`src/rtl/seg7_pkg.sv`:
```
// Shared definitions for the seven-segment monitor: segment pattern constants,
// the pattern-to-digit decoder and the monitor FSM state type.
package seg7_pkg;

  localparam logic [6:0] SEG_0     = 7'h3F;
  localparam logic [6:0] SEG_1     = 7'h06;
  localparam logic [6:0] SEG_2     = 7'h5B;
  localparam logic [6:0] SEG_3     = 7'h4F;
  localparam logic [6:0] SEG_4     = 7'h66;
  localparam logic [6:0] SEG_5     = 7'h6D;
  localparam logic [6:0] SEG_6     = 7'h7D;
  localparam logic [6:0] SEG_7     = 7'h07;
  localparam logic [6:0] SEG_8     = 7'h7F;
  localparam logic [6:0] SEG_9     = 7'h6F;
  localparam logic [6:0] SEG_BLANK = 7'h00;

  typedef enum logic [1:0] {
    ST_EMPTY,
    ST_FIRST,
    ST_RUN
  } monState_e;

  typedef struct packed {
    logic       valid;
    logic [3:0] digit;
  } decode_t;

  // Blank is deliberately reported as not-valid; callers test for it separately.
  function automatic decode_t decodeSeg(input logic [6:0] pattern);
    decode_t res;
    res.valid = 1'b1;
    res.digit = 4'd0;
    case (pattern)
      SEG_0:   res.digit = 4'd0;
      SEG_1:   res.digit = 4'd1;
      SEG_2:   res.digit = 4'd2;
      SEG_3:   res.digit = 4'd3;
      SEG_4:   res.digit = 4'd4;
      SEG_5:   res.digit = 4'd5;
      SEG_6:   res.digit = 4'd6;
      SEG_7:   res.digit = 4'd7;
      SEG_8:   res.digit = 4'd8;
      SEG_9:   res.digit = 4'd9;
      default: res.valid = 1'b0;
    endcase
    return res;
  endfunction

endpackage

```
`src/rtl/seg7_stabilizer.sv`:
```
// Synchronizes the asynchronous segment bus and emits a single accept pulse
// once a new pattern has held steady for STABLE_CYCLES cycles.
module seg7_stabilizer
  import seg7_pkg::*;
#(
  parameter int STABLE_CYCLES = 16
) (
  input  logic       clk,
  input  logic       reset,
  input  logic [6:0] seg_i,
  output logic       accept_o,
  output logic [6:0] pattern_o
);

  localparam int            CW      = $clog2(STABLE_CYCLES);
  localparam logic [CW-1:0] CNT_MAX = CW'(STABLE_CYCLES - 1);
  localparam logic [CW-1:0] CNT_PRE = CW'(STABLE_CYCLES - 2);

  logic [6:0]    sync1_q, sync2_q;
  logic [6:0]    cand_q, cand_d;
  logic [6:0]    last_q, last_d;
  logic [CW-1:0] stableCnt_q, stableCnt_d;
  logic          accept;

  always_ff @(posedge clk) begin
    if (reset) begin
      sync1_q <= SEG_BLANK;
      sync2_q <= SEG_BLANK;
    end else begin
      sync1_q <= seg_i;
      sync2_q <= sync1_q;
    end
  end

  // Accept on the edge where the counter reaches its final value; the counter
  // then parks there, and last_q blocks re-acceptance of a returning pattern.
  always_comb begin
    accept      = (sync2_q == cand_q) && (stableCnt_q == CNT_PRE) && (cand_q != last_q);
    cand_d      = cand_q;
    stableCnt_d = stableCnt_q;
    last_d      = last_q;
    if (sync2_q != cand_q) begin
      cand_d      = sync2_q;
      stableCnt_d = '0;
    end else if (stableCnt_q != CNT_MAX) begin
      stableCnt_d = stableCnt_q + CW'(1);
    end
    if (accept) begin
      last_d = cand_q;
    end
  end

  always_ff @(posedge clk) begin
    if (reset) begin
      cand_q      <= SEG_BLANK;
      last_q      <= SEG_BLANK;
      stableCnt_q <= '0;
    end else begin
      cand_q      <= cand_d;
      last_q      <= last_d;
      stableCnt_q <= stableCnt_d;
    end
  end

  assign accept_o  = accept;
  assign pattern_o = cand_q;

endmodule

```
`src/rtl/seg7_monitor.sv`:
```
// Decodes settled seven-segment patterns, checks digits advance in count order
// and, with SEG7_MONITOR_INTERVAL_EN defined, measures cycles between digits.
module seg7_monitor
  import seg7_pkg::*;
#(
  parameter int STABLE_CYCLES = 16,
  parameter int WRAP_DIGIT    = 9,
  parameter int CNT_W         = 24
) (
  input  logic             clk,
  input  logic             reset,
  input  logic [6:0]       seg_in,
  output logic [3:0]       digit_out,
  output logic             digit_valid,
  output logic             blank,
  output logic             bad_pulse,
  output logic [7:0]       bad_count,
  output logic             seq_error,
  output logic [CNT_W-1:0] interval,
  output logic             interval_valid
);

  localparam logic [3:0] WRAP_D = 4'(WRAP_DIGIT);

  logic       accept;
  logic [6:0] accPattern;
  decode_t    dec;
  logic       isBlank, isDigit, isBad, checkSeq;
  logic [3:0] expDigit;

  monState_e  state_q, state_d;
  logic [3:0] digit_q, digit_d;
  logic       digitValid_q, digitValid_d;
  logic       blank_q, blank_d;
  logic       badPulse_q, badPulse_d;
  logic [7:0] badCount_q, badCount_d;
  logic       seqError_q, seqError_d;

  seg7_stabilizer #(
    .STABLE_CYCLES(STABLE_CYCLES)
  ) u_stabilizer (
    .clk      (clk),
    .reset    (reset),
    .seg_i    (seg_in),
    .accept_o (accept),
    .pattern_o(accPattern)
  );

  assign dec      = decodeSeg(accPattern);
  assign isBlank  = accept && (accPattern == SEG_BLANK);
  assign isDigit  = accept && dec.valid;
  assign isBad    = accept && !dec.valid && (accPattern != SEG_BLANK);
  assign checkSeq = isDigit && (state_q != ST_EMPTY);

  always_ff @(posedge clk) begin
    if (reset) begin
      state_q <= ST_EMPTY;
    end else begin
      state_q <= state_d;
    end
  end

  // Bad patterns leave the state alone; blank forgets the reference digit.
  always_comb begin
    state_d = state_q;
    if (isBlank) begin
      state_d = ST_EMPTY;
    end else if (isDigit) begin
      case (state_q)
        ST_EMPTY: state_d = ST_FIRST;
        default:  state_d = ST_RUN;
      endcase
    end
  end

  always_comb begin
    digit_d      = digit_q;
    digitValid_d = 1'b0;
    blank_d      = blank_q;
    badPulse_d   = 1'b0;
    badCount_d   = badCount_q;
    seqError_d   = seqError_q;
    expDigit     = (digit_q == WRAP_D) ? 4'd0 : digit_q + 4'd1;
    if (isDigit) begin
      digit_d      = dec.digit;
      digitValid_d = 1'b1;
      blank_d      = 1'b0;
      if (checkSeq && ((dec.digit != expDigit) || (dec.digit > WRAP_D))) begin
        seqError_d = 1'b1;
      end
    end
    if (isBlank) begin
      blank_d = 1'b1;
    end
    if (isBad) begin
      badPulse_d = 1'b1;
      if (badCount_q != 8'hFF) begin
        badCount_d = badCount_q + 8'd1;
      end
    end
  end

  always_ff @(posedge clk) begin
    if (reset) begin
      digit_q      <= 4'd0;
      digitValid_q <= 1'b0;
      blank_q      <= 1'b0;
      badPulse_q   <= 1'b0;
      badCount_q   <= 8'd0;
      seqError_q   <= 1'b0;
    end else begin
      digit_q      <= digit_d;
      digitValid_q <= digitValid_d;
      blank_q      <= blank_d;
      badPulse_q   <= badPulse_d;
      badCount_q   <= badCount_d;
      seqError_q   <= seqError_d;
    end
  end

  assign digit_out   = digit_q;
  assign digit_valid = digitValid_q;
  assign blank       = blank_q;
  assign bad_pulse   = badPulse_q;
  assign bad_count   = badCount_q;
  assign seq_error   = seqError_q;

`ifdef SEG7_MONITOR_INTERVAL_EN
  localparam logic [CNT_W-1:0] CNT_SAT = '1;

  logic [CNT_W-1:0] ivCnt_q, ivCnt_d;
  logic [CNT_W-1:0] interval_q, interval_d;
  logic             intervalValid_q, intervalValid_d;

  // Reported interval is counter+1 because the counter restarts at zero on the
  // accepting edge itself.
  always_comb begin
    ivCnt_d         = ivCnt_q;
    interval_d      = interval_q;
    intervalValid_d = 1'b0;
    if (isDigit) begin
      ivCnt_d = '0;
    end else if (ivCnt_q != CNT_SAT) begin
      ivCnt_d = ivCnt_q + CNT_W'(1);
    end
    if (checkSeq) begin
      intervalValid_d = 1'b1;
      interval_d      = (ivCnt_q == CNT_SAT) ? CNT_SAT : ivCnt_q + CNT_W'(1);
    end
  end

  always_ff @(posedge clk) begin
    if (reset) begin
      ivCnt_q         <= '0;
      interval_q      <= '0;
      intervalValid_q <= 1'b0;
    end else begin
      ivCnt_q         <= ivCnt_d;
      interval_q      <= interval_d;
      intervalValid_q <= intervalValid_d;
    end
  end

  assign interval       = interval_q;
  assign interval_valid = intervalValid_q;
`else
  assign interval       = '0;
  assign interval_valid = 1'b0;
`endif

endmodule
```
`config.mk`:
```
export PLATFORM = sky130hd
export DESIGN_NAME = seg7_monitor
export DESIGN_NICKNAME = d
export VERILOG_FILES = /design/src/rtl/seg7_pkg.sv /design/src/rtl/seg7_stabilizer.sv /design/src/rtl/seg7_monitor.sv
export SDC_FILE = /design/constraint.sdc
export NUM_CORES = 1
export LEC_CHECK = 0
export BUFFER_PORTS_ARGS = -buffer_cell sky130_fd_sc_hd__buf_4
export CORE_ASPECT_RATIO = 0.75
export CORE_MARGIN = 10
export CORE_UTILIZATION = 40
export DETAILED_ROUTE_END_ITERATION = 12
export PLACE_DENSITY_LB_ADDON = 0.1
export SLEW_MARGIN = 15
export SYNTH_ARGS = -nofsm -noshare
export SYNTH_HDL_FRONTEND = slang
export SYNTH_SLANG_ARGS = --single-unit
```
`constraint.sdc`:
```
create_clock -name clk -period 7 [get_ports clk]
set_input_delay 0.7 -clock clk [delete_from_list [all_inputs] [get_ports clk]]
set_output_delay 0.7 -clock clk [all_outputs]
set_load 0.02 [all_outputs]
```
==> flow_summary.yaml, run 1 <==
critical_path:
  critPathKind: "flop to flop"
  cp-end-kind: "flop"
  cp.required_ns: 7.23
  r2r_slack_ns: 4.29
  crit_start: "u_stabilizer.pattern_o[5]"
  cp-start-kind: "flop"
  worstPathArrival_ns: 2.94
  rr_startpoint: "u_stabilizer.pattern_o[5]"
  critPathMaxFanout: 12
cells_and_area:
  finalNetCount: 306
  fin_util_pct: 43.9
  area_delta_synth_final_pct: 7.34
  antenna_cells: 0
  final_cell_mix: "dfxtp_1, nor2b_1, buf_4, nor2_1, conb_1"
  postLayoutCellArea_um2: 2740
  drive_above_1_share_pct: 14.6
  layout_commonest_cell: "dfxtp_1"
timing:
  fin_setup_tns_ns: 0
  max_slew_margin_pct: 48.9
  grt_setup_unrepaired: "no"
  worstMarginPinSlew_ns: 0.761
  hold_violations: 0
  report.final.slew_viol_count: 0
  finalClockSkew_ns: 0.00679
  final-setup-viol-count: 0
  fmax_ghz: 0.369
  period_share_pct: 38.7
  min_period_ns: 2.71
power_and_ir_drop:
  p_clk_share_pct: 34.8
  pwr-share-seq_pct: 57.0
  p_sw_share_pct: 27.1
  worst_ir_drop_vdd_uv: 87.5
  p_comb_share_pct: 8.1
  power_leakage_nw: 1.08
  internal_power_uw: 378
  switchingPower_uw: 140
  power_density_nw_per_um2: 189
placement:
  gp_congestion: 0.794
  dp_hpwl_mm: 3.66
  placed_area_um2: 2650
  io_buffers: 24
die:
  start_util_pct: 40.9
  fp.dieH_um: 89.2
  core-area_um2: 6260
  die_area_um2: 10000
  rows: 25
  boundaryPins: 50
  dieWidth_um: 112
clock_tree:
  cts_buffers: 5
  cts-root-buf: "clkbuf_8"
  clock_sinks: 50
  h-tree-depth: 2
  cts_tree: "done"
  holdBufCountCts: 0
  clock_latency_ns: 0.31
  clockBufferDepth: 2
  clk_pin_slew_ns: 0.10
  postCtsSetupBuffers: 0
  post_cts_resized: 0
logic_synthesis:
  ys_types: 49
  avgSynthCellArea_um2: 9.19
  synth_edf_count: 0
  syn_area_um2: 2560
  synthCells: 278
  async_flop_share_pct: 0
  ys_ff_latch: 50
  ys_warn_count: 0
  yosysSeqAreaShare_pct: 39.2
  synth_flop_cell: "dfxtp_1"
route:
  first_pass_iters: 4
  ant_nets: 0
  avgViaCountPerCell: 4.81
  vias: 1807
  drt_iter0_markers: 30
  drc: 0
  routedWlPerCell_um: 13.3
  detail_route.wirelength_mm: 4.99
grt:
  grt_max_degree: 51
  first_global_vias: 1720
  track_usage_pct: 10.1
  grt_pass1_wl_mm: 8.51
  antenna_found_initial: 0
  grt_remaining_overflow: 0
job:
  max-cap-violations: 0
min_path:
  min_from: "u_stabilizer.sync1_q[1]"
  hp-class: "flop to flop"
run_status:
  status: "complete, no violations"
==> worst paths after layout <==
kind,to,cells after the start
worst max-delay path,bad_count[3],6
worst min-delay path,u_stabilizer.sync2_q[1],1
worst min register to register,u_stabilizer.sync2_q[1],1
worst max register to register,bad_count[3],6
==> per-layer routing <==
metal | track usage, % | vias to the layer above | share of wire (%)
met2 | 14.1 | 35 | 41
met1 | 14.3 | 833 | 53
li1 | - | 937 | -
met5 | 0 | - | 0
met3 | 3.82 | 2 | 5.8
met4 | 1.72 | 0 | 0.20
==> cells in the mapped netlist, types with 2 or more instances <==
cell | instances | area (um2)
o21ai_0 | 4 | 20.0
ha_1 | 3 | 37.5
or4_2 | 2 | 17.5
mux2i_1 | 11 | 110
o31ai_1 | 3 | 22.5
xor2_1 | 5 | 43.8
a21oi_1 | 8 | 40.0
or4_4 | 2 | 22.5
dfxtp_1 | 50 | 1000
nand4_1 | 5 | 31.3
clkbuf_1 | 6 | 22.5
or3_1 | 2 | 12.5
a31oi_1 | 2 | 12.5
nand3_1 | 7 | 35.0
xnor2_1 | 16 | 140
nor4_1 | 3 | 18.8
mux2_1 | 2 | 22.5
buf_4 | 27 | 203
nor3_2 | 2 | 20.0
nor3_1 | 10 | 50.1
a221oi_1 | 2 | 17.5
nor2_1 | 25 | 93.8
inv_1 | 6 | 22.5
a211oi_1 | 6 | 45.0
or4_1 | 2 | 15.0
nand2_1 | 10 | 37.5
nor2b_1 | 28 | 175
buf_6 | 5 | 56.3
nand4bb_1 | 2 | 22.5
nor3b_1 | 2 | 15.0
buf_2 | 2 | 10.0
==> per-stage QoR <==
| stage | worst slack (ns) | hold slack, ns | cells | power (mW) |
|---|---|---|---|---|
| 6_report | 4.29 | 0.443 | 376 | 0.518 |
| 3_3_place_gp | 4.37 | 0.417 | 368 | 0.343 |
| 2_1_floorplan | 4.55 | 0.414 | 302 | 0.346 |
| 4_1_cts | 4.32 | 0.445 | 376 | 0.524 |
| 3_5_place_dp | 4.34 | 0.420 | 368 | 0.344 |
| 5_1_grt | 4.16 | 0.463 | 376 | 0.542 |
==> kinds of logic (layout without fill, tap and decap cells) <==
| kind of cell | Yosys count | in the layout | synth area share (%) |
|---|---|---|---|
| and+or+nand+nor | 107 | 107 | 23.8 |
| DFF | 50 | 50 | 39.2 |
| buffers and inverters | 47 | 40 | 12.5 |
| AOI/OAI and AO/OA | 35 | 35 | 10.1 |
| xor gates and xnor gates | 21 | 21 | 7.20 |
| muxes | 14 | 14 | 5.63 |
| adders and majority gates | 3 | 3 | 1.47 |
| other | 1 | 25 | 0.147 |
==> sequential cells by signal (all words and copies together), names as in the netlist <==
signal,flops
bad_count,8
bad_pulse,1
blank,1
digit_out,4
digit_valid,1
seq_error,1
state_q,2
u_stabilizer.last_q,7
u_stabilizer.pattern_o,7
u_stabilizer.stableCnt_q,4
u_stabilizer.sync1_q,7
u_stabilizer.sync2_q,7
==> final cells by class <==
class	count	area, um2
fill	644	3510
multi-input combinational	205	1330
sequential	50	1000
timing repair buffer	26	195
tap	81	101
clock buffer	5	68.8
clock inverter	3	28.8
inverter	6	22.5
==> power by group through the flow <==
stage | clock network (mW) | logic [mW] | registers, mW
2_1_floorplan | 0 | 0.0470 | 0.299
3_3_place_gp | 0 | 0.0413 | 0.302
3_5_place_dp | 0 | 0.0416 | 0.302
4_1_cts | 0.187 | 0.0418 | 0.295
5_1_grt | 0.198 | 0.0472 | 0.296
6_report | 0.181 | 0.0421 | 0.295
==> critical path, stage by stage, from the launching register on <==
cell     delay, ns
dfxtp_1       0.60
nor4_1        0.11
and4_1        0.25
or3_1         0.45
or4_4         0.64
or4_1         0.42
a21oi_1       0.17
No activity file was read; power rests on OpenSTA's default activity.
==> run 2: changes to the inputs <==
Clock period 7 ns to 2.69 ns, I/O delays scaled along.
==> flow_summary.yaml, run 2 (same netlist as run 1, synthesis figures left out) <==
placement:
  gp_congestion: 0.772
  io_buffers: 24
  dp_hpwl_mm: 3.73
  pre_cts_slack_ns: 0.195
critical_path:
  crit_start: "u_stabilizer.stableCnt_q[1]"
  r2r_slack_ns: 0.19
  cp.required_ns: 2.89
  critPathMaxFanout: 12
  worst-r2r-cell-count: 6
  cp-start-kind: "flop"
  worstPathArrival_ns: 2.70
  cp-end-kind: "flop"
  rr_startpoint: "u_stabilizer.stableCnt_q[1]"
  critPathKind: "flop to flop"
  r2r_end: "bad_count[5]"
power_and_ir_drop:
  power_leakage_nw: 1.13
  worst_ir_drop_vdd_uv: 239
  power_density_nw_per_um2: 477
job:
  max-cap-violations: 0
route:
  drt_iter0_markers: 46
  drc: 0
  first_pass_iters: 4
  vias: 1839
  routedWlPerCell_um: 13.0
  ant_nets: 0
  avgViaCountPerCell: 4.76
  detail_route.wirelength_mm: 5.02
grt:
  grt_max_degree: 51
  use_met2_pct: 15.3
  grt_remaining_overflow: 0
  grt_pass1_wl_mm: 8.65
  track_usage_pct: 10.2
  antenna_found_initial: 0
  met3_usage_pct: 3.76
  first_global_vias: 1790
  gr-usage-met1_pct: 13.8
  grt-busiest-layer: "met2"
timing:
  fin_setup_tns_ns: 0
  period_share_pct: 92.8
  finalWorstSetupSlack_ns: 0.193
  report.final.slew_viol_count: 0
  finalClockSkew_ns: 0.00860
  min_period_ns: 2.50
  worstMarginPinSlew_ns: 0.803
  fmax_ghz: 0.400
  hold_violations: 0
  grt_setup_unrepaired: "no"
  final-setup-viol-count: 0
  max_slew_margin_pct: 46.1
cells_and_area:
  largest_reg_flops: 8
  drive_above_1_share_pct: 17.4
  antenna_cells: 0
  fill_cells: 636
  layout_commonest_cell: "dfxtp_1"
  final_cell_mix: "dfxtp_1, buf_4, nor2b_1, nor2_1, conb_1"
  finalNetCount: 316
  area_delta_synth_final_pct: 10.2
min_path:
  hold_end: "u_stabilizer.sync1_q[1]"
  min_from: "seg_in[1]"
  hold_depth: 2
  hp-class: "primary input to flop"
die:
  rows: 25
  boundaryPins: 50
  core-area_um2: 6260
  fp.dieH_um: 89.2
  dieWidth_um: 112
  start_util_pct: 40.9
  die_area_um2: 10000
clock_tree:
  h-tree-depth: 2
  cts_buffers: 5
  postCtsSetupBuffers: 0
  clock_latency_ns: 0.30
  holdBufCountCts: 0
  clk_pin_slew_ns: 0.10
  cts_tree: "done"
  clock_sinks: 50
  clockBufferDepth: 2
  cts-root-buf: "clkbuf_8"
  post_cts_resized: 0
run_status:
  status: "complete, no violations"
[run 2: changes by cell type in the layout (fill, tap and decap cells not counted)]
cell	previous run	this run
buf_4	26	36
inv_6	0	2
clkinv_4	2	1
inv_8	1	0
[run 2: per-layer routing]
| metal | share of wire (%) | up-vias |
|---|---|---|
| met5 | 0 | - |
| met4 | 0.40 | 0 |
| met3 | 5.3 | 2 |
| met2 | 41 | 33 |
| met1 | 53 | 840 |
| li1 | - | 964 |
[run 2: per-stage QoR]
step           total power [mW]  hold WS [ns]  util (%)  cell area [um2]  std cells
6_report                   1.34         0.164      45.0             2820        386
5_1_grt                    1.41         0.141      45.0             2820        386
4_1_cts                    1.36         0.153      45.0             2820        386
3_5_place_dp              0.900         0.423      43.5             2720        378
3_3_place_gp              0.899         0.419      43.5             2720        378
2_1_floorplan             0.899         0.397         -             2650        302
[run 2: how the worst max path moves through the flow]
stage / slack (ns) / cells after the start / to
floorplan: 0.24 / 8 / bad_count[5]
global placement: 0.27 / 7 / bad_count[5]
detailed placement: 0.20 / 6 / bad_count[5]
CTS: 0.16 / 6 / bad_count[5]
global route: 0.04 / 6 / bad_count[3]
finish: 0.19 / 6 / bad_count[5]
[run 2: worst max-delay path, cell delays in order (launching register included)]
cell and delay (ns):
dfxtp_1 0.41, ha_1 0.18, nand3_1 0.09, or4_4 0.56
or4_4 0.59, nor4_2 0.20, mux2_2 0.36
[run 2: layout make-up]
| type | instances | area, um2 | area share, % |
|---|---|---|---|
| repair buffers | 36 | 270 | 9.60 |
| multi-input cells | 205 | 1330 | 47.1 |
| flip-flops and latches | 50 | 1000 | 35.5 |
| clock inverters | 3 | 26.3 | 0.933 |
| clock buffers | 5 | 68.8 | 2.44 |
| inverters | 6 | 22.5 | 0.800 |
| well taps | 81 | 101 | 3.60 |
[run 2: report_power, final]
group	leakage (nW)	total [mW]	internal [mW]	switching, mW
clock	0.0491	0.459	0.192	0.268
sequential	0.406	0.762	0.754	0.00810
combinational	0.679	0.122	0.0390	0.0829
==> run 3: changes to the inputs <==
Settings changed: HOLD_SLACK_MARGIN set to 0.1.
Clock period 2.69 ns to 2.6 ns, I/O delays scaled along.
==> flow_summary.yaml, run 3 (same netlist as run 1, synthesis figures left out) <==
critical_path:
  cp-start-kind: "flop"
  cp.required_ns: 2.80
  critPathMaxFanout: 6
  critPathKind: "flop to flop"
  cp-end-kind: "flop"
  worstPathArrival_ns: 2.66
power_and_ir_drop:
  p_comb_share_pct: 8.5
  internal_power_mw: 1.11
  pwr-share-seq_pct: 53.0
  p_clk_share_pct: 38.4
  finalPower_mw: 1.49
  power_density_nw_per_um2: 520
  switchingPower_uw: 372
  p_sw_share_pct: 25.0
  worst_ir_drop_vdd_uv: 263
  power_leakage_nw: 1.15
timing:
  finalClockSkew_ns: 0.00621
  period_share_pct: 94.6
  fin_setup_tns_ns: 0
  worstMarginPinSlew_ns: 0.757
  min_period_ns: 2.46
  report.final.slew_viol_count: 0
  final-setup-viol-count: 0
  hold_violations: 0
  fmax_ghz: 0.407
  max_slew_margin_pct: 49.1
  grt_setup_unrepaired: "no"
grt:
  track_usage_pct: 10.5
  first_global_vias: 1847
  antenna_found_initial: 0
  grt_max_degree: 51
  grt_remaining_overflow: 0
  grt_pass1_wl_mm: 8.80
clock_tree:
  clk_pin_slew_ns: 0.10
  cts-root-buf: "clkbuf_8"
  clock_latency_ns: 0.30
  cts_tree: "done"
  holdBufCountCts: 0
  clockBufferDepth: 2
  cts_buffers: 5
  h-tree-depth: 2
  clock_sinks: 50
cells_and_area:
  drive_above_1_share_pct: 18.9
  layout_commonest_cell: "dfxtp_1"
  largest_reg_flops: 8
  final_cell_mix: "dfxtp_1, buf_4, nor2b_1, nor2_1, conb_1"
  antenna_cells: 0
  area_delta_synth_final_pct: 11.9
  finalNetCount: 318
placement:
  gp_congestion: 0.828
  io_buffers: 24
  dp_hpwl_mm: 3.75
route:
  avgViaCountPerCell: 4.90
  ant_nets: 0
  routedWlPerCell_um: 13.5
  drc: 0
  drt_iter0_markers: 59
  detail_route.wirelength_mm: 5.24
  first_pass_iters: 4
  vias: 1900
die:
  dieWidth_um: 112
  boundaryPins: 50
  rows: 25
  fp.dieH_um: 89.2
  die_area_um2: 10000
  core-area_um2: 6260
  start_util_pct: 40.9
run_status:
  status: "complete, no violations"
job:
  max-cap-violations: 0
min_path:
  hp-class: "primary input to flop"
[run 3: changes by cell type in the layout (fill, tap and decap cells not counted), sizes merged]
cell	previous run	this run
bufinv	0	1
buf	36	37
clkinv	1	0
or4	6	7
[run 3: worst paths after layout]
| kind | startpoint | to | slack, ns | cells past startpoint |
|---|---|---|---|---|
| setup reg to reg | u_stabilizer.pattern_o[1] | bad_count[5] | 0.14 | 6 |
| setup / recovery | u_stabilizer.pattern_o[1] | bad_count[5] | 0.14 | 6 |
| hold / removal | seg_in[4] | u_stabilizer.sync1_q[4] | 0.16 | 2 |
| hold reg to reg | u_stabilizer.sync1_q[5] | u_stabilizer.sync2_q[5] | 0.44 | 1 |
[run 3: power groups by stage]
stage | clock network (mW) | logic [mW] | registers (mW)
after detailed placement | 0 | 0.125 | 0.807
after floorplan | 0 | 0.126 | 0.804
after CTS | 0.593 | 0.125 | 0.789
after global routing | 0.631 | 0.141 | 0.792
after global placement | 0 | 0.123 | 0.806
final | 0.572 | 0.127 | 0.789
[run 3: critical path: stages, from the launching register on]
cell and delay (ns):
dfxtp_1 0.33, xnor2_1 0.18, nand4_1 0.14, or4_4 0.59
or4_4 0.59, nor4_2 0.17, mux2_2 0.36
[run 3: repair_timing]
item	in CTS	in global routing
gates resized for setup	0	4
hold endpoints to repair	0	0
endpoints found under the setup margin	0	1
buffers inserted	0	1
[run 3: per-layer routing]
metal | GRT usage, % | part of all wire, %
met5 | 0 | 0
met4 | 2.76 | 0.69
met3 | 4.02 | 6.8
met2 | 16.2 | 41
met1 | 13.4 | 52
[run 3: per-stage QoR]
step	hold slack, ns	setup slack (ns)	area [um2]	std cells	utilization [%]
after floorplan	0.388	0.149	2650	302	-
after global placement	0.417	0.181	2720	378	43.5
after detailed placement	0.423	0.129	2720	378	43.5
after CTS	0.150	0.108	2840	386	45.4
after global routing	0.136	0.0141	2860	388	45.7
final	0.158	0.141	2860	388	45.7
[run 3: cell type report]
class                      instances  area [um2]
tap                               81         101
timing repair buffer              37         278
fill                             616        3400
clock inverter                     3        47.5
multi-input combinational        206        1340
sequential                        50        1000
inverter                           6        22.5
clock buffer                       5        68.8
